[src/rtl/med_pkg.sv]
// Shared types and schedule constants for the MED median sequencer.
package med_pkg;

  typedef enum logic [2:0] {IDLE, LOAD, CMP, ROT, DONE} state_t;

  localparam int         NB_PIXEL  = 9;
  localparam logic [2:0] LAST_PASS = 3'd4;
  localparam logic [3:0] LOAD_LEN  = 4'd9;

  // Compare cycles in one bubble pass; each pass fixes one more maximum.
  function automatic logic [3:0] cmp_len(input logic [2:0] pass);
    return 4'd8 - {1'b0, pass};
  endfunction

endpackage

[src/rtl/med.sv]
// MED: 9-entry pixel ring with a compare-exchange between the last two slots.
// DSI shifts DI in; BYP=1 rotates the ring, BYP=0 keeps the larger value in the last slot.
module med #(
  parameter int SIZE = 8
) (
  input  logic            CLK,
  input  logic [SIZE-1:0] DI,
  input  logic            DSI,
  input  logic            BYP,
  output logic [SIZE-1:0] DO
);

  logic [SIZE-1:0] r [0:8];
  logic [SIZE-1:0] mx;
  logic [SIZE-1:0] mn;

  always_comb begin
    mx = r[8];
    mn = r[7];
    if (r[7] > r[8]) begin
      mx = r[7];
      mn = r[8];
    end
  end

  // Pixel storage carries no reset; contents are meaningless until loaded.
  always_ff @(posedge CLK) begin
    r[0] <= DSI ? DI : (BYP ? r[8] : mn);
    for (int k = 1; k < 8; k++) begin
      r[k] <= r[k-1];
    end
    r[8] <= BYP ? r[7] : mx;
  end

  assign DO = r[8];

endmodule

[src/rtl/med_seq.sv]
// Sequencer for MED: loads a 9-pixel burst, runs the partial bubble-sort schedule
// and holds the median on a valid/ready output.
module med_seq #(
  parameter int SIZE     = 8,
  parameter int NB_PIXEL = 9
) (
  input  logic            CLK,
  input  logic            nRST,
  input  logic [SIZE-1:0] DI,
  input  logic            DI_VALID,
  output logic            DI_READY,
  output logic [SIZE-1:0] DO,
  output logic            DO_VALID,
  input  logic            DO_READY,
  output logic            ERR
);

  import med_pkg::*;

  if (NB_PIXEL != med_pkg::NB_PIXEL) begin : g_bad_size
    $error("med_seq only supports a 9-pixel window");
  end

  state_t          state, state_n;
  logic [3:0]      cyc, cyc_n;
  logic [2:0]      pass, pass_n;
  logic [SIZE-1:0] do_n;
  logic            dov_n;
  logic            err_n;
  logic            dsi;
  logic            byp;
  logic [SIZE-1:0] med_do;

  med #(.SIZE(SIZE)) u_med (
    .CLK (CLK),
    .DI  (DI),
    .DSI (dsi),
    .BYP (byp),
    .DO  (med_do)
  );

  always_ff @(posedge CLK or negedge nRST) begin
    if (!nRST) begin
      state    <= IDLE;
      cyc      <= '0;
      pass     <= '0;
      DO       <= '0;
      DO_VALID <= 1'b0;
      ERR      <= 1'b0;
    end else begin
      state    <= state_n;
      cyc      <= cyc_n;
      pass     <= pass_n;
      DO       <= do_n;
      DO_VALID <= dov_n;
      ERR      <= err_n;
    end
  end

  always_comb begin
    state_n  = state;
    cyc_n    = cyc;
    pass_n   = pass;
    do_n     = DO;
    dov_n    = DO_VALID;
    err_n    = 1'b0;
    DI_READY = 1'b0;
    dsi      = 1'b0;
    byp      = 1'b1;
    unique case (state)
      IDLE: begin
        DI_READY = 1'b1;
        // The accepting IDLE cycle is already load cycle 0.
        dsi = DI_VALID;
        if (DI_VALID) begin
          state_n = LOAD;
          cyc_n   = 4'd1;
        end
      end
      LOAD: begin
        DI_READY = 1'b1;
        dsi      = 1'b1;
        if (DI_VALID) begin
          if (cyc == LOAD_LEN - 4'd1) begin
            state_n = CMP;
            cyc_n   = '0;
            pass_n  = '0;
          end else begin
            cyc_n = cyc + 4'd1;
          end
        end else begin
          // MED cannot stall, so a gap ruins the window.
          err_n   = 1'b1;
          state_n = IDLE;
          cyc_n   = '0;
        end
      end
      CMP: begin
        byp = 1'b0;
        if (pass == LAST_PASS && cyc == cmp_len(pass)) begin
          // The median reached MED's output slot on the previous edge.
          do_n    = med_do;
          dov_n   = 1'b1;
          state_n = DONE;
          cyc_n   = '0;
        end else if (pass != LAST_PASS && cyc == cmp_len(pass) - 4'd1) begin
          state_n = ROT;
          cyc_n   = '0;
        end else begin
          cyc_n = cyc + 4'd1;
        end
      end
      ROT: begin
        if (cyc == {1'b0, pass}) begin
          state_n = CMP;
          cyc_n   = '0;
          pass_n  = pass + 3'd1;
        end else begin
          cyc_n = cyc + 4'd1;
        end
      end
      DONE: begin
        if (DO_READY) begin
          dov_n   = 1'b0;
          state_n = IDLE;
          pass_n  = '0;
        end
      end
      default: begin
        state_n = IDLE;
        cyc_n   = '0;
        pass_n  = '0;
      end
    endcase
  end

endmodule

[config.mk]
export PLATFORM = sky130hd
export DESIGN_NAME = med_seq
export DESIGN_NICKNAME = d
export VERILOG_FILES = /design/src/rtl/med_pkg.sv /design/src/rtl/med.sv /design/src/rtl/med_seq.sv
export SDC_FILE = /design/constraint.sdc
export NUM_CORES = 1
export LEC_CHECK = 0
export BUFFER_PORTS_ARGS = -buffer_cell sky130_fd_sc_hd__buf_2
export CAP_MARGIN = 20
export CORE_MARGIN = 5
export CORE_UTILIZATION = 32
export CTS_CLUSTER_DIAMETER = 60
export CTS_CLUSTER_SIZE = 24
export DETAILED_ROUTE_END_ITERATION = 12
export PLACE_DENSITY = 0.48
export SLEW_MARGIN = 0
export SYNTH_ARGS = -nofsm -noshare
export SYNTH_HDL_FRONTEND = slang
export SYNTH_SLANG_ARGS = --single-unit
[constraint.sdc]
create_clock -name CLK -period 3.05 [get_ports CLK]
set_clock_uncertainty 0.2 [all_clocks]
set_input_delay 0.4575 -clock CLK [delete_from_list [all_inputs] [get_ports CLK]]
set_output_delay 0.4575 -clock CLK [all_outputs]
set_load 0.01 [all_outputs]
-- Word-level counts from Yosys, hierarchy flattened
Memory sizes are Yosys's and may differ from the RTL's.
Cells that the tools add are included.
- register bits after elaboration: 20
- bits in latches: 0
- RAM bits: 72
- memory bits (read-only): 0
- bits of input ports: 12
- output and inout port bits: 11
- logic and storage cells: 74
- memories kept: 1
- add/sub/neg operators: 4
- multiply operators: 0
- div/mod/pow operators: 0
- $lt $le $gt $ge: 1
- equal/unequal tests: 18
- shift operators: 0
- multiplexer cells: 31
- bitwise gates (word level): 2
- reduce and logical (&&, ||, !) cells: 11
- memory list (memory ; words ; width ; read ports ; clocked after Yosys merged registers in ; wr ports ; line ; source):
    u_med.r ; 9 ; 8 ; 9 ; 0 ; 9 ; med.sv:13 ; logic [SIZE-1:0] r [0:8];
- operators by type and width (cell ; number):
    $mux 8 ; 5
    $mux 3 ; 10
    $mux 4 ; 6
    $pmux 4 s5 ; 1
    $pmux 3 s5 ; 1
    $ne 2x2->1 const B ; 6
    $pmux 3 s4 ; 1
    $reduce_and 5->1 ; 2
    $ne 3x3->1 const B ; 3
    $eq 4x4->1 ; 2
    $gt 8x8->1 ; 1
    $eq 3x2->1 const B ; 2
    $eq 3x3->1 const B ; 2
    $mux 1 ; 5
    $add 4x1->4 const B ; 1
    $eq 4x3->1 ; 1
    $eq 4x4->1 const B ; 1
    $pmux 1 s2 ; 2
    $reduce_and 2->1 ; 2
    $reduce_or 2->1 ; 2
    $sub 4x1->4 const B ; 1
    $sub 4x3->4 const A ; 1
    $add 3x1->3 const B ; 1
    $eq 3x1->1 const B ; 1
    other kinds (5) ; 7

-- Logic depth before layout (Yosys ltp)
Gate-level depths: netlist (run 1).
- depth in word-level cells: 7
- gate-level depth with buffers: 10
- mapped depth without buffers: 9

-- By module
From an unflattened synthesis (run 1), not the netlist that was laid out.
- cell total of the unflattened synthesis: 264
- area total of the unflattened synthesis: 3320.7 sq um
- by module, submodules not included (module ; times used ; cells an instance ; area an instance (sq um) ; sequential area each (sq um)):
    med ; 1 ; 140 ; 2011.9 ; 1521.5
    med_seq ; 1 ; 124 ; 1308.8 ; 500.5

-- Least setup slack after synthesis (run 1)
No wires, ideal clock.
- path kind: register to register
- from: register pass[0]
- to: register DO[0] (read register of u_med.r)
- library setup time: 0.125 ns
- arrival: 2.128 ns
- required time: 2.725 ns
- slack: 0.597 ns
- stages on the path, launching flop included: 9
- buffers on the path: 1
- cells stage by stage: dfrtp_1 buf_6 inv_1 ha_1 ha_1 xor2_1 nand4_1 nor3_4 mux2_2
- word-level cells in the longest chain between the ends: 4
- RTL lines (item ; line ; source):
    from (decl) ; med_seq.sv:26 ; logic [2:0] pass, pass_n;
    from (signal assigned) ; med_seq.sv:53 ; pass <= pass_n;
    $sub 4x3->4 ; med_pkg.sv:12 ; return 4'd8 - {1'b0, pass};
    $eq 4x4->1 ; med_seq.sv:100 ; if (pass == LAST_PASS && cyc == cmp_len(pass)) begin
    $logic_and 1x1->1 * ; med_seq.sv:100 ;
    $reduce_and 2->1 (no source line) * ; - ;
    to (decl) ; med_seq.sv:12 ; output logic [SIZE-1:0] DO,
Every way passes the cells marked *; elsewhere a longest branch is shown, timed or not.
A chain may end at the register's enable or synchronous reset.

-- Worst setup path after layout (run 1)
- from: register pass[0]
- to: register DO[7] (read register of u_med.r)
The elaborated chain is that of the path after synthesis.

==> results of run 1 <==
==> stage by stage <==
stage | setup WS, ps | area [um^2]
after floorplan | 597 | 3140
after global placement | 326 | 3380
after detailed placement | 252 | 3380
after CTS | 215 | 3560
after global routing | 60.9 | 3560
final | 256 | 3560
==> placed cells by master, fill, tap and decap left out, types with 2 or more instances in the layout <==
cell and n:
a21oi_1 3, a31oi_1 9, buf_2 22, buf_4 3, clkbuf_8 9, dfrtp_1 20
dfxtp_1 64, edfxtp_1 8, ha_1 13, inv_1 16, inv_4 2, inv_6 2
mux2_2 11, nand2_1 12, nand3_1 11, nand3b_1 2, nand4_1 4, nor2_1 19
nor2b_1 4, nor3_1 3, nor3_4 2, o21a_1 2, o21ai_0 16, o21ai_1 2
o21bai_1 2, o22ai_1 2, xnor2_1 4, xor2_1 3
==> state kept, by name, indices dropped and copies added (netlist names) <==
signal	cells
pass	3
DO_VALID	1
ERR	1
state	3
DO	8
u_med.r	72
cyc	4
==> critical path, stage by stage, from the launching register on <==
cell and delay (ps):
dfrtp_1 560, inv_1 110, ha_1 240, ha_1 330
xor2_1 220, nand4_1 200, nor3_4 440, mux2_2 400
==> power groups by stage <==
stage / combinational [W] / sequential [W] / clock, W
global route: 0.00144 / 0.00215 / 0.000791
CTS: 0.00127 / 0.00209 / 0.000742
finish: 0.00126 / 0.00208 / 0.000708
floorplan: 0.00102 / 0.00198 / 0
global placement: 0.00127 / 0.00210 / 0
detailed placement: 0.00126 / 0.00211 / 0
==> metal layers <==
metal | share of wire [%] | track usage (%)
met1 | 51 | 14.0
met2 | 43 | 15.2
met3 | 4.3 | 3.73
met4 | 1.6 | 4.87
met5 | 0 | 0
==> what timing repair did <==
| action | 4_1_cts | 5_1_grt |
|---|---|---|
| hold endpoints to repair | 20 | 0 |
| gates resized for setup | 0 | 0 |
| setup endpoints to repair | 0 | 0 |
| hold buffers | 1 | 0 |
==> worst max-delay path by stage <==
stage / slack [ps] / endpoint / cells after the start
6_report: 260 / DO[7]$_DFFE_PN0P_ / 7
2_1_floorplan: 600 / DO[0]$_DFFE_PN0P_ / 8
3_3_place_gp: 330 / DO[1]$_DFFE_PN0P_ / 7
3_5_place_dp: 250 / DO[7]$_DFFE_PN0P_ / 7
5_1_grt: 60 / DO[7]$_DFFE_PN0P_ / 7
4_1_cts: 210 / DO[7]$_DFFE_PN0P_ / 7
==> final cells by class <==
| cell class | instances | area share (%) |
|---|---|---|
| clock inverters | 5 | 0.985 |
| well taps | 133 | 4.68 |
| repair buffers | 26 | 4.01 |
| multi-input cells | 140 | 28.2 |
| flip-flops and latches | 92 | 56.8 |
| clock buffers | 10 | 3.59 |
| inverters | 16 | 1.69 |
==> cell families after synthesis <==
logic type | count (synthesis)
AOI/OAI and AO/OA | 45
xor gates and xnor gates | 8
adders and majority gates | 13
buffers and inverters | 24
DFF | 92
muxes | 12
and+or+nand+nor | 62
==> impl_metrics.env, run 1 <==
export IMPL_hold_end="state[2]$_DFFE_PN0P_"
export IMPL_rr_endpoint="DO[7]$_DFFE_PN0P_"
export IMPL_startpoint="pass[0]$_DFFE_PN0P_"
export IMPL_min_from="DO_READY"
export IMPL_whs_path_depth=2
export IMPL_synth_top_family_by_area="simple AND/OR/NAND/NOR gates"
export IMPL_synthTopCellsByCount="dfxtp_1, dfrtp_1, nor2_1"
export IMPL_seqCellArea_mm2=0.00202
export IMPL_hold_path_class="input pin to flop"
export IMPL_antenna_left=0
export IMPL_internal_power_w=0.00262
export IMPL_status="finished clean"
export IMPL_final_nets=310
export IMPL_ff2ff_path_depth=7
export IMPL_drv_slew=0
export IMPL_insertion_delay_ps=350
export IMPL_drive_gt1_share_pct=20.1
export IMPL_dr_total_vias=1821
export IMPL_max_cap_viol_count=0
export IMPL_gp_congestion=0.798
export IMPL_ys_seq_area_share_pct=64.4
export IMPL_worst_pin_slew_ps=746
export IMPL_placed_cells=406
export IMPL_post_drt_wl_per_cell_um=13.1
export IMPL_io_buffers=22
export IMPL_cellLeakagePower_nw=1.57
export IMPL_fin_util_pct=36.7
export IMPL_finalSetupTns_ps=0
export IMPL_synthMuxAreaShare_pct=4.26
export IMPL_synth_cells=256
export IMPL_synthXorXnorAreaFrac_pct=2.47
export IMPL_die_area_mm2=0.0119
export IMPL_synth_compound_area_share_pct=9.96
export IMPL_fp_row_count=36
export IMPL_core_area_mm2=0.00968
export IMPL_synth_simple_area_share_pct=10.1
export IMPL_r2r_start="pass[0]$_DFFE_PN0P_"
export IMPL_cts_root_buf="clkbuf_8"
export IMPL_combPwrFrac_pct=31.1
export IMPL_grt_usage_pct=10.5
export IMPL_syn_nets=281
export IMPL_numCtsBuffers=9
export IMPL_grt_max_degree=21
export IMPL_grt_pass1_vias=1798
export IMPL_synth_edf_count=8
export IMPL_p_sw_w=0.00142
export IMPL_antenna_found_initial=0
export IMPL_hold_slack_ps=125
export IMPL_post_route_min_period_ps=2790
export IMPL_synthAdderAreaFrac_pct=5.18
export IMPL_setup_violations_final=0
export IMPL_dp_hpwl_um=3820
export IMPL_p_total_w=0.00405
export IMPL_yosysMostFrequentCell="dfxtp_1"
export IMPL_globalRoute_totalOverflow=0
export IMPL_grt_pass1_wl_um=9250
export IMPL_synth_top_area_cell="dfxtp_1"
export IMPL_drc_errors=0
export IMPL_syn_avg_cell_area_um2=12.3
export IMPL_crit_path_end_kind="flop"
export IMPL_yosys_warnings=0
export IMPL_cp_start_kind="flop"
export IMPL_avgViaCountPerCell=4.32
export IMPL_die_w_um=109
export IMPL_fin_cells=422
export IMPL_io_pins=23
export IMPL_pwr_share_seq_pct=51.4
export IMPL_synthFlopType="dfxtp_1"
export IMPL_syn_area_mm2=0.00314
export IMPL_dieHeight_um=109
export IMPL_reg2reg_slack_ps=260
export IMPL_pwr_share_clk_pct=17.5
export IMPL_fmax_ghz=0.358
export IMPL_rsz0062_at_grt="no"
export IMPL_critical_path_class="flop to flop"
export IMPL_cts_sinks=92
export IMPL_diodes=0
export IMPL_initial_core_util_pct=32.4
export IMPL_synth_top_area_share_pct=40.8
export IMPL_path_clk_slew_ps=90
export IMPL_cts_htree_levels=3
export IMPL_netSwitchingFraction_pct=35.2
export IMPL_multi_input_area_mm2=0.00100
export IMPL_synthToLayoutAreaGrowth_pct=13.3
export IMPL_synth_seq_cells=92
export IMPL_irDropWorstVdd_mv=0.362
export IMPL_first_pass_iters=4
export IMPL_yosys_cell_types_count=45
export IMPL_crit_arrival_ps=2830
export IMPL_worstPathRequired_ps=3080
export IMPL_power_density_mw_per_mm2=1140
export IMPL_fin_crit_sh_pct=91.6
export IMPL_clockBufferDepth=2
export IMPL_async_reset_ff_share_pct=21.7
export IMPL_totalWireLength_um=5530
export IMPL_max_slew_margin_pct=49.8
export IMPL_post_cts_buffers=0
export IMPL_final_hold_violation_count=0
export IMPL_cts_tree="yes"
export IMPL_fillCellCount=968
export IMPL_crit_fanout=10
export IMPL_netlist_top_cells_area="dfxtp_1, dfrtp_1, edfxtp_1, ha_1, mux2_2"
export IMPL_detail_route_iter0_violations=76
Power figures use the tool's default switching activity.
==> run 2, diff against run 1 <==
--- a/config.mk
+++ b/config.mk
@@ -8,11 +8,11 @@
 export BUFFER_PORTS_ARGS = -buffer_cell sky130_fd_sc_hd__buf_2
 export CAP_MARGIN = 20
 export CORE_MARGIN = 5
-export CORE_UTILIZATION = 32
+export CORE_UTILIZATION = 50
 export CTS_CLUSTER_DIAMETER = 60
 export CTS_CLUSTER_SIZE = 24
 export DETAILED_ROUTE_END_ITERATION = 12
-export PLACE_DENSITY = 0.48
+export PLACE_DENSITY = 0.68
 export SLEW_MARGIN = 0
 export SYNTH_ARGS = -nofsm -noshare
 export SYNTH_HDL_FRONTEND = slang
==> impl_metrics.env, run 2 (synthesis results as in run 1) <==
export IMPL_drv_slew=0
export IMPL_clockBufferDepth=2
export IMPL_antenna_left=0
export IMPL_crit_path_end_kind="flop"
export IMPL_io_buffers=22
export IMPL_cts_repair_resized=0
export IMPL_post_drt_wl_per_cell_um=14.9
export IMPL_multi_input_area_mm2=0.00100
export IMPL_final_hold_violation_count=0
export IMPL_numCtsBuffers=9
export IMPL_first_pass_iters=4
export IMPL_seqCellArea_mm2=0.00202
export IMPL_critical_path_max_stage_delay_ps=560
export IMPL_detail_route_iter0_violations=98
export IMPL_post_cts_buffers=0
export IMPL_fmax_ghz=0.359
export IMPL_path_clk_slew_ps=90
export IMPL_grt_pass1_wl_um=9260
export IMPL_holdBufCountCts=1
export IMPL_cts_sinks=92
export IMPL_crit_arrival_ps=2830
export IMPL_layout_commonest_cell="dfxtp_1"
export IMPL_fin_ws_ps=264
export IMPL_dr_total_vias=1910
export IMPL_avgViaCountPerCell=5.23
export IMPL_totalWireLength_um=5440
export IMPL_synthToLayoutAreaGrowth_pct=11.8
export IMPL_top_register="u_med.r"
export IMPL_critical_path_class="flop to flop"
export IMPL_status="finished clean"
export IMPL_worst_pin_slew_ps=645
export IMPL_final_nets=310
export IMPL_dieHeight_um=89.2
export IMPL_hold_slack_ps=118
export IMPL_fillCellCount=514
export IMPL_cts_root_buf="clkbuf_8"
export IMPL_design_area_mm2=0.00351
export IMPL_crit_chain="inv_1 -> ha_1 -> ha_1 -> xor2_1 -> nand4_1 -> nor3_4 -> mux2_2"
export IMPL_antenna_found_initial=0
export IMPL_irDropWorstVdd_mv=0.707
export IMPL_worstPathRequired_ps=3090
export IMPL_die_w_um=89.2
export IMPL_cts_htree_levels=3
export IMPL_drive_gt1_share_pct=20.7
export IMPL_io_pins=23
export IMPL_drc_errors=0
export IMPL_placed_cells=347
export IMPL_grt_max_degree=21
export IMPL_critPathSlowestCell="dfrtp_1"
export IMPL_cellLeakagePower_nw=1.58
export IMPL_finalSetupTns_ps=0
export IMPL_max_slew_margin_pct=56.5
export IMPL_post_route_min_period_ps=2790
export IMPL_fp_row_count=28
export IMPL_fin_cells=365
export IMPL_rsz0062_at_grt="no"
export IMPL_cts_tree="yes"
export IMPL_largest_registers="u_med.r: 72 flops, DO: 8 flops, cyc: 4 flops"
export IMPL_core_area_mm2=0.00603
export IMPL_dp_hpwl_um=3790
export IMPL_initial_core_util_pct=52.1
export IMPL_setup_violations_final=0
export IMPL_diodes=0
export IMPL_grt_pass1_vias=1922
export IMPL_hold_path_class="input pin to flop"
export IMPL_max_cap_viol_count=0
export IMPL_grt_usage_pct=15.5
export IMPL_power_density_mw_per_mm2=1170
export IMPL_post_place_ws_ps=240
export IMPL_die_area_mm2=0.00796
export IMPL_final_cell_mix="dfxtp_1, buf_2, dfrtp_1"
export IMPL_place_area_mm2=0.00330
export IMPL_cp_start_kind="flop"
export IMPL_largest_register_ffs=72
export IMPL_gp_congestion=0.875
export IMPL_insertion_delay_ps=350
export IMPL_fin_crit_sh_pct=91.4
export IMPL_crit_fanout=10
export IMPL_globalRoute_totalOverflow=0
export IMPL_cpMostUsedCell="ha_1"
run 2: where the power goes:
part           total, W  switching (W)  internal, W
Combinational   0.00127       0.000754     0.000516
Clock          0.000767       0.000451     0.000316
Sequential      0.00208       0.000269      0.00181
run 2: metal layers:
metal | GRT usage [%] | routed length (um) | vias to the layer above
met5 | 0 | 0 | -
met4 | 4.60 | 55 | 0
met3 | 5.53 | 267 | 7
met2 | 23.3 | 2510 | 34
met1 | 21.0 | 2600 | 922
li1 | - | - | 947
run 2: critical path, delay by kind of cell (launching register included):
family | cells | cell delay [ps]
buf+inv | 1 | 110
fa+ha+maj | 2 | 580
xor+xnor | 1 | 230
mux | 1 | 390
simple gates | 2 | 610
flops | 1 | 560
run 2: through the flow:
step	power (W)	util [%]
after floorplan	0.00300	-
after global placement	0.00332	54.8
after detailed placement	0.00338	54.8
after CTS	0.00415	58.1
after global routing	0.00443	58.2
final	0.00412	58.2
run 2: final timing paths:
kind	startpoint	endpoint	slack (ps)	depth (start not counted)
min in group asynchronous	nRST	DO[6]$_DFFE_PN0P_	390	2
hold / removal	DO_READY	state[2]$_DFFE_PN0P_	120	2
hold reg to reg	u_med.r[0][37]$_DFF_P_	u_med.r[0][45]$_DFF_P_	130	0
setup reg to reg	pass[0]$_DFFE_PN0P_	DO[3]$_DFFE_PN0P_	260	7
setup / recovery	pass[0]$_DFFE_PN0P_	DO[3]$_DFFE_PN0P_	260	7
max in group asynchronous	nRST	DO[0]$_DFFE_PN0P_	1930	2
run 2: cell type report:
| class | count | share of cell area, % |
|---|---|---|
| repair buffers | 26 | 4.07 |
| inverters | 16 | 1.71 |
| well taps | 75 | 2.67 |
| multi-input cells | 140 | 28.6 |
| clock inverters | 7 | 1.78 |
| flip-flops and latches | 92 | 57.6 |
| clock buffers | 9 | 3.53 |
==> run 3, diff against run 2 <==
--- a/config.mk
+++ b/config.mk
@@ -7,8 +7,8 @@
 export LEC_CHECK = 0
 export BUFFER_PORTS_ARGS = -buffer_cell sky130_fd_sc_hd__buf_2
 export CAP_MARGIN = 20
-export CORE_MARGIN = 5
 export CORE_UTILIZATION = 50
+export CTS_BUF_LIST = sky130_fd_sc_hd__clkbuf_8
 export CTS_CLUSTER_DIAMETER = 60
 export CTS_CLUSTER_SIZE = 24
 export DETAILED_ROUTE_END_ITERATION = 12
==> impl_metrics.env, run 3 (synthesis results as in run 1) <==
export IMPL_cts_sinks=92
export IMPL_cts_root_buf="clkbuf_8"
export IMPL_fp_row_count=28
export IMPL_final_nets=311
export IMPL_worst_pin_slew_ps=676
export IMPL_synthToLayoutAreaGrowth_pct=11.6
export IMPL_drc_errors=0
export IMPL_antenna_found_initial=0
export IMPL_finalSetupTns_ps=0
export IMPL_dr_total_vias=1880
export IMPL_critical_path_class="flop to flop"
export IMPL_crit_arrival_ps=2660
export IMPL_wl_met1_um=2720
export IMPL_io_pins=23
export IMPL_die_area_mm2=0.00660
export IMPL_place_area_mm2=0.00331
export IMPL_cp_start_kind="flop"
export IMPL_max_slew_margin_pct=54.4
export IMPL_detail_route_iter0_violations=101
export IMPL_die_w_um=81.2
export IMPL_setup_violations_final=0
export IMPL_irDropWorstVdd_mv=0.655
export IMPL_cts_tree="yes"
export IMPL_avgViaCountPerCell=5.14
export IMPL_fin_util_pct=58.5
export IMPL_hold_path_class="flop to flop"
export IMPL_grt_max_degree=21
export IMPL_cts_htree_levels=3
export IMPL_insertion_delay_ps=350
export IMPL_totalWireLength_um=5250
export IMPL_antenna_left=0
export IMPL_fmax_ghz=0.380
export IMPL_dp_hpwl_um=3620
export IMPL_grt_usage_pct=18.1
export IMPL_wl_met2_um=2230
export IMPL_diodes=0
export IMPL_numCtsBuffers=9
export IMPL_largest_register_ffs=72
export IMPL_clockBufferDepth=2
export IMPL_routed_top_layer="met4"
export IMPL_max_cap_viol_count=0
export IMPL_first_pass_iters=4
export IMPL_status="finished clean"
export IMPL_io_buffers=22
export IMPL_dieHeight_um=81.2
export IMPL_path_clk_slew_ps=90
export IMPL_grt_pass1_vias=1697
export IMPL_core_area_mm2=0.00599
export IMPL_globalRoute_totalOverflow=0
export IMPL_cellLeakagePower_nw=1.59
export IMPL_crit_fanout=10
export IMPL_gp_congestion=0.736
export IMPL_largest_registers="u_med.r: 72 flops, DO: 8 flops, cyc: 4 flops"
export IMPL_cts_repair_resized=0
export IMPL_worstPathRequired_ps=3080
export IMPL_drv_slew=0
export IMPL_dr_wl_met3_um=212
export IMPL_design_area_mm2=0.00350
export IMPL_grt_pass1_wl_um=8470
export IMPL_drive_gt1_share_pct=20.6
export IMPL_layout_commonest_cell="dfxtp_1"
export IMPL_initial_core_util_pct=52.4
export IMPL_power_density_mw_per_mm2=1170
export IMPL_post_drt_wl_per_cell_um=14.3
export IMPL_rsz0062_at_grt="no"
export IMPL_final_hold_violation_count=0
export IMPL_fin_crit_sh_pct=86.4
export IMPL_crit_path_end_kind="flop"
export IMPL_final_cell_mix="dfxtp_1, buf_2, dfrtp_1"
export IMPL_post_route_min_period_ps=2630
export IMPL_top_register="u_med.r"
-- run 3: metal layers --
layer	global-route usage, %	up-vias
met3	6.18	9
met5	0	-
met2	25.3	31
met4	7.50	0
li1	-	945
met1	25.3	895
-- run 3: worst paths after layout --
| kind | start | end | slack [ps] | cells past startpoint |
|---|---|---|---|---|
| worst max-delay path | pass[1]$_DFFE_PN0P_ | DO[2]$_DFFE_PN0P_ | 420 | 7 |
| worst min-delay path | u_med.r[0][48]$_DFF_P_ | u_med.r[0][56]$_DFF_P_ | 130 | 0 |
| worst max register to register | pass[1]$_DFFE_PN0P_ | DO[2]$_DFFE_PN0P_ | 420 | 7 |
| worst min register to register | u_med.r[0][48]$_DFF_P_ | u_med.r[0][56]$_DFF_P_ | 130 | 0 |
| max in group asynchronous | nRST | DO[4]$_DFFE_PN0P_ | 1910 | 2 |
| min in group asynchronous | nRST | cyc[1]$_DFFE_PN0P_ | 390 | 2 |
-- run 3: cell type report --
type                            count  area (um^2)
Clock inverter                      7         51.3
Inverter                           16         60.1
Sequential cell                    92         2020
Timing Repair Buffer               27          150
Clock buffer                        9          124
Multi-Input combinational cell    140         1000
Tap cell                           75         93.8
Fill cell                         505         2490
-- run 3: stage by stage --
step | hold slack (ps) | worst slack, ps | power (W) | instances
final | 128 | 415 | 0.00409 | 366
after floorplan | -38.1 | 597 | 0.00300 | 256
after global placement | 110 | 483 | 0.00333 | 348
after detailed placement | 112 | 398 | 0.00337 | 348
after CTS | 112 | 382 | 0.00411 | 365
after global routing | 129 | 240 | 0.00437 | 366
-- run 3: repair_timing --
item                                   CTS  global route
endpoints found under the hold margin   20             0
hold buffers                             1             0
setup buffers                            0             0
-- run 3: critical path: stages (launching register included) --
cell and delay [ps]:
dfrtp_1 470, inv_1 70, ha_1 210, ha_1 340
xor2_1 230, nand4_1 190, nor3_4 430, mux2_2 390
-- run 3: power by group --
| part | switching (W) | internal (W) | total (W) |
|---|---|---|---|
| Sequential | 0.000259 | 0.00181 | 0.00207 |
| Combinational | 0.000770 | 0.000522 | 0.00129 |
| Clock | 0.000424 | 0.000303 | 0.000727 |
